[src/rtl/fifo_pkg.sv]
// Shared types and default sizing for the FIFO write-side arbiter.
package fifo_pkg;

    typedef enum logic {
        IDLE  = 1'b0,
        BURST = 1'b1
    } arb_state_t;

    localparam int unsigned DEF_WIDTH     = 8;
    localparam int unsigned DEF_NREQ      = 4;
    localparam int unsigned DEF_BURST_LEN = 4;

endpackage

[src/rtl/fifo_wr_arbiter_rr_picker.sv]
// Round-robin search: first set req bit at or after rr_ptr+1, wrapping mod NREQ.
module rr_picker
    import fifo_pkg::*;
#(
    parameter int unsigned NREQ = DEF_NREQ
) (
    input  logic [NREQ-1:0]         req,
    input  logic [$clog2(NREQ)-1:0] rr_ptr,
    output logic                    found,
    output logic [$clog2(NREQ)-1:0] index
);

    localparam int unsigned PW = $clog2(NREQ);

    always_comb begin : search
        int unsigned pos;
        pos   = 0;
        found = 1'b0;
        index = '0;
        // k runs 1..NREQ so the previous owner is considered last
        for (int unsigned k = 1; k <= NREQ; k++) begin
            pos = (32'(rr_ptr) + k) % NREQ;
            if (!found && req[pos]) begin
                found = 1'b1;
                index = PW'(pos);
            end
        end
    end

endmodule

[src/rtl/fifo_wr_arbiter.sv]
// Round-robin burst arbiter feeding the write port of a FIFO memory.
module fifo_wr_arbiter
    import fifo_pkg::*;
#(
    parameter int unsigned WIDTH     = DEF_WIDTH,
    parameter int unsigned NREQ      = DEF_NREQ,
    parameter int unsigned BURST_LEN = DEF_BURST_LEN
) (
    input  logic                    wclk,
    input  logic                    wrst_n,
    input  logic [NREQ-1:0]         req,
    input  logic [NREQ*WIDTH-1:0]   req_data,
    output logic [NREQ-1:0]         ack,
    input  logic                    full,
    output logic                    w_en,
    output logic [WIDTH-1:0]        data_in,
    output logic                    busy,
    output logic [$clog2(NREQ)-1:0] owner
);

    localparam int unsigned PW = $clog2(NREQ);
    localparam int unsigned CW = $clog2(BURST_LEN + 1);
    localparam logic [CW-1:0] LAST_CNT = CW'(BURST_LEN - 1);

    arb_state_t      r_state;
    logic [PW-1:0]   r_owner;
    logic [PW-1:0]   r_rr_ptr;
    logic [CW-1:0]   r_count;

    logic            w_found;
    logic [PW-1:0]   w_pick;
    logic            w_own_req;

    rr_picker #(
        .NREQ (NREQ)
    ) u_picker (
        .req    (req),
        .rr_ptr (r_rr_ptr),
        .found  (w_found),
        .index  (w_pick)
    );

    assign w_own_req = req[r_owner];

    // Gated by wrst_n so the reset edge itself can never write
    always_comb begin
        ack = '0;
        if (wrst_n && (r_state == BURST)) begin
            ack[r_owner] = w_own_req & ~full;
        end
    end

    assign w_en    = |ack;
    assign data_in = req_data[r_owner*WIDTH +: WIDTH];
    assign busy    = (r_state == BURST);
    assign owner   = r_owner;

    always_ff @(posedge wclk) begin
        if (!wrst_n) begin
            r_state  <= IDLE;
            r_count  <= '0;
            r_owner  <= '0;
            r_rr_ptr <= PW'(NREQ - 1);
        end else begin
            case (r_state)
                IDLE: begin
                    if (w_found) begin
                        r_owner <= w_pick;
                        r_count <= '0;
                        r_state <= BURST;
                    end
                end
                BURST: begin
                    // A dropped request ends the burst even while stalled by full
                    if (!w_own_req) begin
                        r_state  <= IDLE;
                        r_rr_ptr <= r_owner;
                    end else if (w_en) begin
                        r_count <= r_count + 1'b1;
                        if (r_count == LAST_CNT) begin
                            r_state  <= IDLE;
                            r_rr_ptr <= r_owner;
                        end
                    end
                end
                default: r_state <= IDLE;
            endcase
        end
    end

endmodule
[config.mk]
export PLATFORM = sky130hd
export DESIGN_NAME = fifo_wr_arbiter
export DESIGN_NICKNAME = d
export VERILOG_FILES = /design/src/rtl/fifo_pkg.sv /design/src/rtl/fifo_wr_arbiter_rr_picker.sv /design/src/rtl/fifo_wr_arbiter.sv
export SDC_FILE = /design/constraint.sdc
export NUM_CORES = 1
export LEC_CHECK = 0
export CORE_UTILIZATION = 35
export DETAILED_ROUTE_END_ITERATION = 8
export PLACE_DENSITY = 0.85
export SLEW_MARGIN = 20
export SYNTH_ARGS = -nofsm -noshare
export SYNTH_HDL_FRONTEND = slang
export SYNTH_SLANG_ARGS = --single-unit
[constraint.sdc]
create_clock -name wclk -period 2.1 [get_ports wclk]
set_input_delay 0.525 -clock wclk [delete_from_list [all_inputs] [get_ports wclk]]
set_output_delay 0.525 -clock wclk [all_outputs]
set_load 0.01 [all_outputs]
Word level (Yosys, flattened, before mapping)
Index checks and enable logic that the tools add are counted.

word-level totals
  output and inout bits = 16
  word-level logic and storage cells = 71
  flip-flop bits (word level) = 8
  input bits = 39

cells by class
  add/sub/neg operators = 5
  shifts and indexed selects = 1
  reductions and logical operators = 12
  eq/ne operators = 6
  bitwise logic cells = 4
  mux-type cells = 33
  order comparisons = 6

operators with widths
  operator                                                count
  indexed part select 32 x 6 -> 8 bit                     1
  < comparator 2 x 3 -> 1 bit (second input constant)     5
  2-to-1 mux 1 bit                                        14
  2-to-1 mux 2 bit                                        7
  binary-select mux 1 bit (select 2 bit)                  5
  2-to-1 mux 3 bit                                        3
  inequality test 2 x 1 -> 1 bit (second input constant)  3
  case mux 3 bit (2 select lines)                         1
  AND reduction 3 bit                                     2
  logical AND 1 bit                                       5
  adder 2 x 1 -> 2 bit (second input constant)            2
  adder 2 bit (second input constant)                     2
  bitwise AND 4 bit                                       1
  2-to-1 mux 4 bit                                        1
  inequality test 2 bit (second input constant)           2
  OR reduction 4 bit                                      1
  adder 3 x 1 -> 3 bit (second input constant)            1
  == test 3 x 2 -> 1 bit (second input constant)          1
  zero test 1 bit                                         3
  demux 1 bit (select 2 bit)                              1
  >= comparator 2 x 1 -> 1 bit (second input constant)    1
  NOT 1 bit                                               2
  case mux 1 bit (2 select lines)                         1
  AND reduction 2 bit                                     1
  bitwise AND 1 bit                                       1

Logic depth before layout (Yosys ltp)
  depth after elaboration = 15
  gate-level depth with buffers = 6
  depth with buffers taken out = 6

Hierarchy
A second synthesis with hierarchy kept.

unflattened totals
  cells, all modules = 74
  area, all modules = 808.3 µm²

by module, submodules not included
  module           area each (µm²)  sequential area each (µm²)  times used  cells an instance
  fifo_wr_arbiter  716.9            160.2                       1           60
  rr_picker        91.3             0.0                         1           14

Worst setup path before layout
No wires, ideal clock.

  kind = input to output
  start point = input req[3]
  end point = output w_en
  stages on the path = 4
  buffers on the path = 1
  data required time = 1.575 ns
  data arrival time = 1.345 ns
  path slack = 0.230 ns
  cell sequence = buf_2 > mux4_2 > nand2_2 > inv_1

on the way
  longest elaborated chain between the ends = 6

ends and longest elaborated chain
  item                                    RTL line               RTL
  from (decl)                             fifo_wr_arbiter.sv:11  input logic [NREQ-1:0] req,
  binary-select mux 1 bit (select 2 bit)  fifo_wr_arbiter.sv:43  assign w_own_req = req[r_owner];
  2-to-1 mux 1 bit (implied by the code)  fifo_wr_arbiter.sv:43
  bitwise AND 1 bit                       fifo_wr_arbiter.sv:49  ack[r_owner] = w_own_req & ~full;
  bitwise AND 4 bit (no source line)      -
  2-to-1 mux 4 bit                        fifo_wr_arbiter.sv:48  if (wrst_n && (r_state == BURST)) begin
  OR reduction 4 bit                      fifo_wr_arbiter.sv:53  assign w_en = |ack;
  to (decl)                               fifo_wr_arbiter.sv:15  output logic w_en,

Every way passes these cells. The select of a mux whose other input is x is not followed.

Worst setup path in the final report
  start point = input req_data[29]
  end point = output data_in[5]

on the way
  longest elaborated chain between the ends = 1

ends and longest elaborated chain
  item                                 RTL line               RTL
  from (decl)                          fifo_wr_arbiter.sv:12  input logic [NREQ*WIDTH-1:0] req_data,
  indexed part select 32 x 6 -> 8 bit  fifo_wr_arbiter.sv:54  assign data_in = req_data[r_owner*WIDTH +: WIDTH];
  to (decl)                            fifo_wr_arbiter.sv:16  output logic [WIDTH-1:0] data_in,

Every way passes these cells.

==> results.sh <==
export IMPL_reg2reg_slack_ns=0.61
export IMPL_cp_max_fo=1
export IMPL_rr_startpoint="owner[1]"
export IMPL_fmax_ghz=0.482
export IMPL_regArea_um2=160
export IMPL_diodes=0
export IMPL_viasPerCell=5.40
export IMPL_drc=0
export IMPL_cts_buffers=3
export IMPL_placementRows=16
export IMPL_r2r_end="r_rr_ptr[0]"
export IMPL_setup_ws_ns=0.0238
export IMPL_crit_path_top_delay_cell="mux4_2"
export IMPL_yosys_warnings=0
export IMPL_synth_main_ff_cell="dfxtp_1"
export IMPL_cpPeakStageDelay_ns=0.47
export IMPL_dr_max_layer_used="met4"
export IMPL_antenna_found_initial=0
export IMPL_dpl_worst_slack_ns=-0.556
export IMPL_ios=55
export IMPL_async_flop_share=0
export IMPL_post_drt_wl_per_cell_um=15.3
export IMPL_clkSinkCount=8
export IMPL_place_gp_congestion=0.781
export IMPL_core_region_area_mm2=0.00204
export IMPL_min_path_cells=2
export IMPL_final_core_util=0.703
export IMPL_syn_inst=83
export IMPL_power_w=0.000638
export IMPL_drive_gt1_frac=0.299
export IMPL_ctsRootBufferMaster="clkbuf_4"
export IMPL_min_period_ns=2.08
export IMPL_grt_start_max_net_pins=16
export IMPL_worst_slew_pin_slew_ns=0.251
export IMPL_hold_buffers=0
export IMPL_grt_pass1_wl_um=4350
export IMPL_finalMaxSlewViolations=0
export IMPL_worst_r2r_cell_count=5
export IMPL_wl_met1_um=989
export IMPL_maxCapViolations=0
export IMPL_postRouteAntennaNets=0
export IMPL_dieHeight_um=49.6
export IMPL_synth_cell_type_count=32
export IMPL_placed_cells=170
export IMPL_drt_iter0_markers=18
export IMPL_grt_ovfl_total=0
export IMPL_clock_latency_ns=0.25
export IMPL_htree_levels=1
export IMPL_clk_pin_slew_ns=0.05
export IMPL_synth_fp_nets=124
export IMPL_maxSlewHeadroom=0.832
export IMPL_wl_met3_um=247
export IMPL_path_buf_inv=2
export IMPL_stdcell_count=174
export IMPL_ys_ff_latch=8
export IMPL_area_delta_synth_final_pct=81.2
export IMPL_hp_start="r_count[2]"
export IMPL_vias=939
export IMPL_critPathCaptureType="primary output"
export IMPL_clock_skew_ns=0.00452
export IMPL_worstPathCellList="clkdlybuf4s50_1 > mux4_2 > buf_2"
export IMPL_critPathLaunchType="input port"
export IMPL_clockBufferDepth=2
export IMPL_hold_path_class="flop to flop"
export IMPL_synth_edf_count=0
export IMPL_io_buffers=54
export IMPL_firstDrtPassIters=4
export IMPL_hold_viol_final=0
export IMPL_nets=190
export IMPL_start_util=0.388
export IMPL_hold_path_end="r_count[2]"
export IMPL_vdd_drop_max_mv=0.516
export IMPL_crit_type="input port to primary output"
export IMPL_required_ns=1.57
export IMPL_crit_family="buffers and inverters"
export IMPL_nFillCells=153
export IMPL_fin_crit_sh=0.989
export IMPL_outcome="finished, final reports clean"
export IMPL_multi_input_area_um2=578
export IMPL_synth_avg_cell_area_um2=9.54
export IMPL_syn_cell_area_um2=792
export IMPL_cp_arrival_ns=1.55
export IMPL_setup_violations=0
export IMPL_cts_tree="yes"
export IMPL_rsz0062_at_grt="false"
export IMPL_fp_dieArea_mm2=0.00246
export IMPL_wirelength_um=2670
export IMPL_fp_dieW_um=49.6
export IMPL_power_density_mw_per_mm2=445
export IMPL_grt_pass1_vias=954
export IMPL_hpwl_um=2150
export IMPL_yosysSeqAreaShare=0.202
export IMPL_p_leak_nw=0.615
export IMPL_grt_usage=0.227
export IMPL_wl_met2_um=1430
## worst min-delay path: stages, from the launching register on
cell     delay, ns
dfxtp_1       0.30
nand4_1       0.05
o21ai_0       0.06
## layout make-up
cell class / instances / share of cell area
Tap cell: 27 / 0.0235
Timing Repair Buffer: 67 / 0.439
Sequential cell: 8 / 0.112
Multi-Input combinational cell: 66 / 0.403
Clock buffer: 3 / 0.0157
Inverter: 3 / 0.00785
## where the power goes
| group | internal, W | switching (W) | leakage [nW] |
|---|---|---|---|
| sequential | 0.000165 | 0.0000188 | 0.0657 |
| clock | 0.0000651 | 0.0000487 | 0.0138 |
| combinational | 0.000209 | 0.000131 | 0.536 |
## routing by layer
| layer | GRT usage | up-vias |
|---|---|---|
| met4 | 0.0238 | 0 |
| met5 | 0 | - |
| met2 | 0.439 | 49 |
| li1 | - | 448 |
| met3 | 0.0679 | 2 |
| met1 | 0.246 | 440 |
## sequential cells by signal (all words and copies together), names as in the netlist
register and cells:
r_count 3, owner 2, busy 1, r_rr_ptr 2
## through the flow
stage                     hold WS [ns]  area (um^2)  setup TNS [ns]
after floorplan                  0.452          792               0
final                            0.472         1440               0
after CTS                        0.478         1400               0
after detailed placement         0.475         1430           -5.08
after global placement           0.471         1430           -4.88
after global routing             0.533         1440               0
## worst max-delay path by stage
stage,endpoint,cells past startpoint,slack [ns],from
floorplan,w_en,4,0.23,req[3]
finish,data_in[5],3,0.02,req_data[29]
global placement,w_en,5,-0.53,req[3]
detailed placement,w_en,5,-0.56,req[1]
CTS,data_in[7],3,0.005,req_data[15]
global route,data_in[4],3,0.0002,req_data[28]
## kinds of logic after synthesis
family / count (synthesis) / share of synthesized area
DFF: 8 / 0.202
muxes: 12 / 0.324
and+or+nand+nor: 32 / 0.235
AOI/OAI and AO/OA: 20 / 0.145
buffers and inverters: 9 / 0.0616
adders and majority gates: 2 / 0.0316
## repair_timing
item,4_1_cts,5_1_grt
buffers inserted,1,0
hold endpoints to repair,0,0
resized for setup,65,16
pin swaps,2,1
endpoints found under the setup margin,13,7
## layout by cell type, fill, tap and decap left out, types with 2 or more instances in the layout
master	instances
buf_2	6
dlymetal6s2s_1	3
o21ai_0	6
nor2b_1	3
nand4_1	3
nor2_1	3
nand2_1	6
buf_6	6
mux2i_1	2
clkdlybuf4s50_1	31
inv_1	2
dlygate4sd2_1	4
a21oi_1	8
mux4_2	9
clkbuf_4	3
nand2b_1	4
nand3b_1	3
dfxtp_1	8
nor3_1	2
buf_4	11
ha_1	2
a21o_1	2
clkdlybuf4s15_1	3
## synthesized netlist by cell type, drive strengths merged, types with 2 or more instances
cell	number	area (um^2)
a21o	2	15.0
a21oi	8	40.0
buf	6	37.5
dfxtp	8	160
ha	2	25.0
inv	3	11.3
mux2i	2	20.0
mux4	9	225
nand2	7	28.8
nand2b	4	25.0
nand3b	3	22.5
nand4	3	18.8
nor2	3	11.3
nor2b	3	18.8
nor3	3	15.0
o21ai	6	30.0
Power figures use the tool's default switching activity.
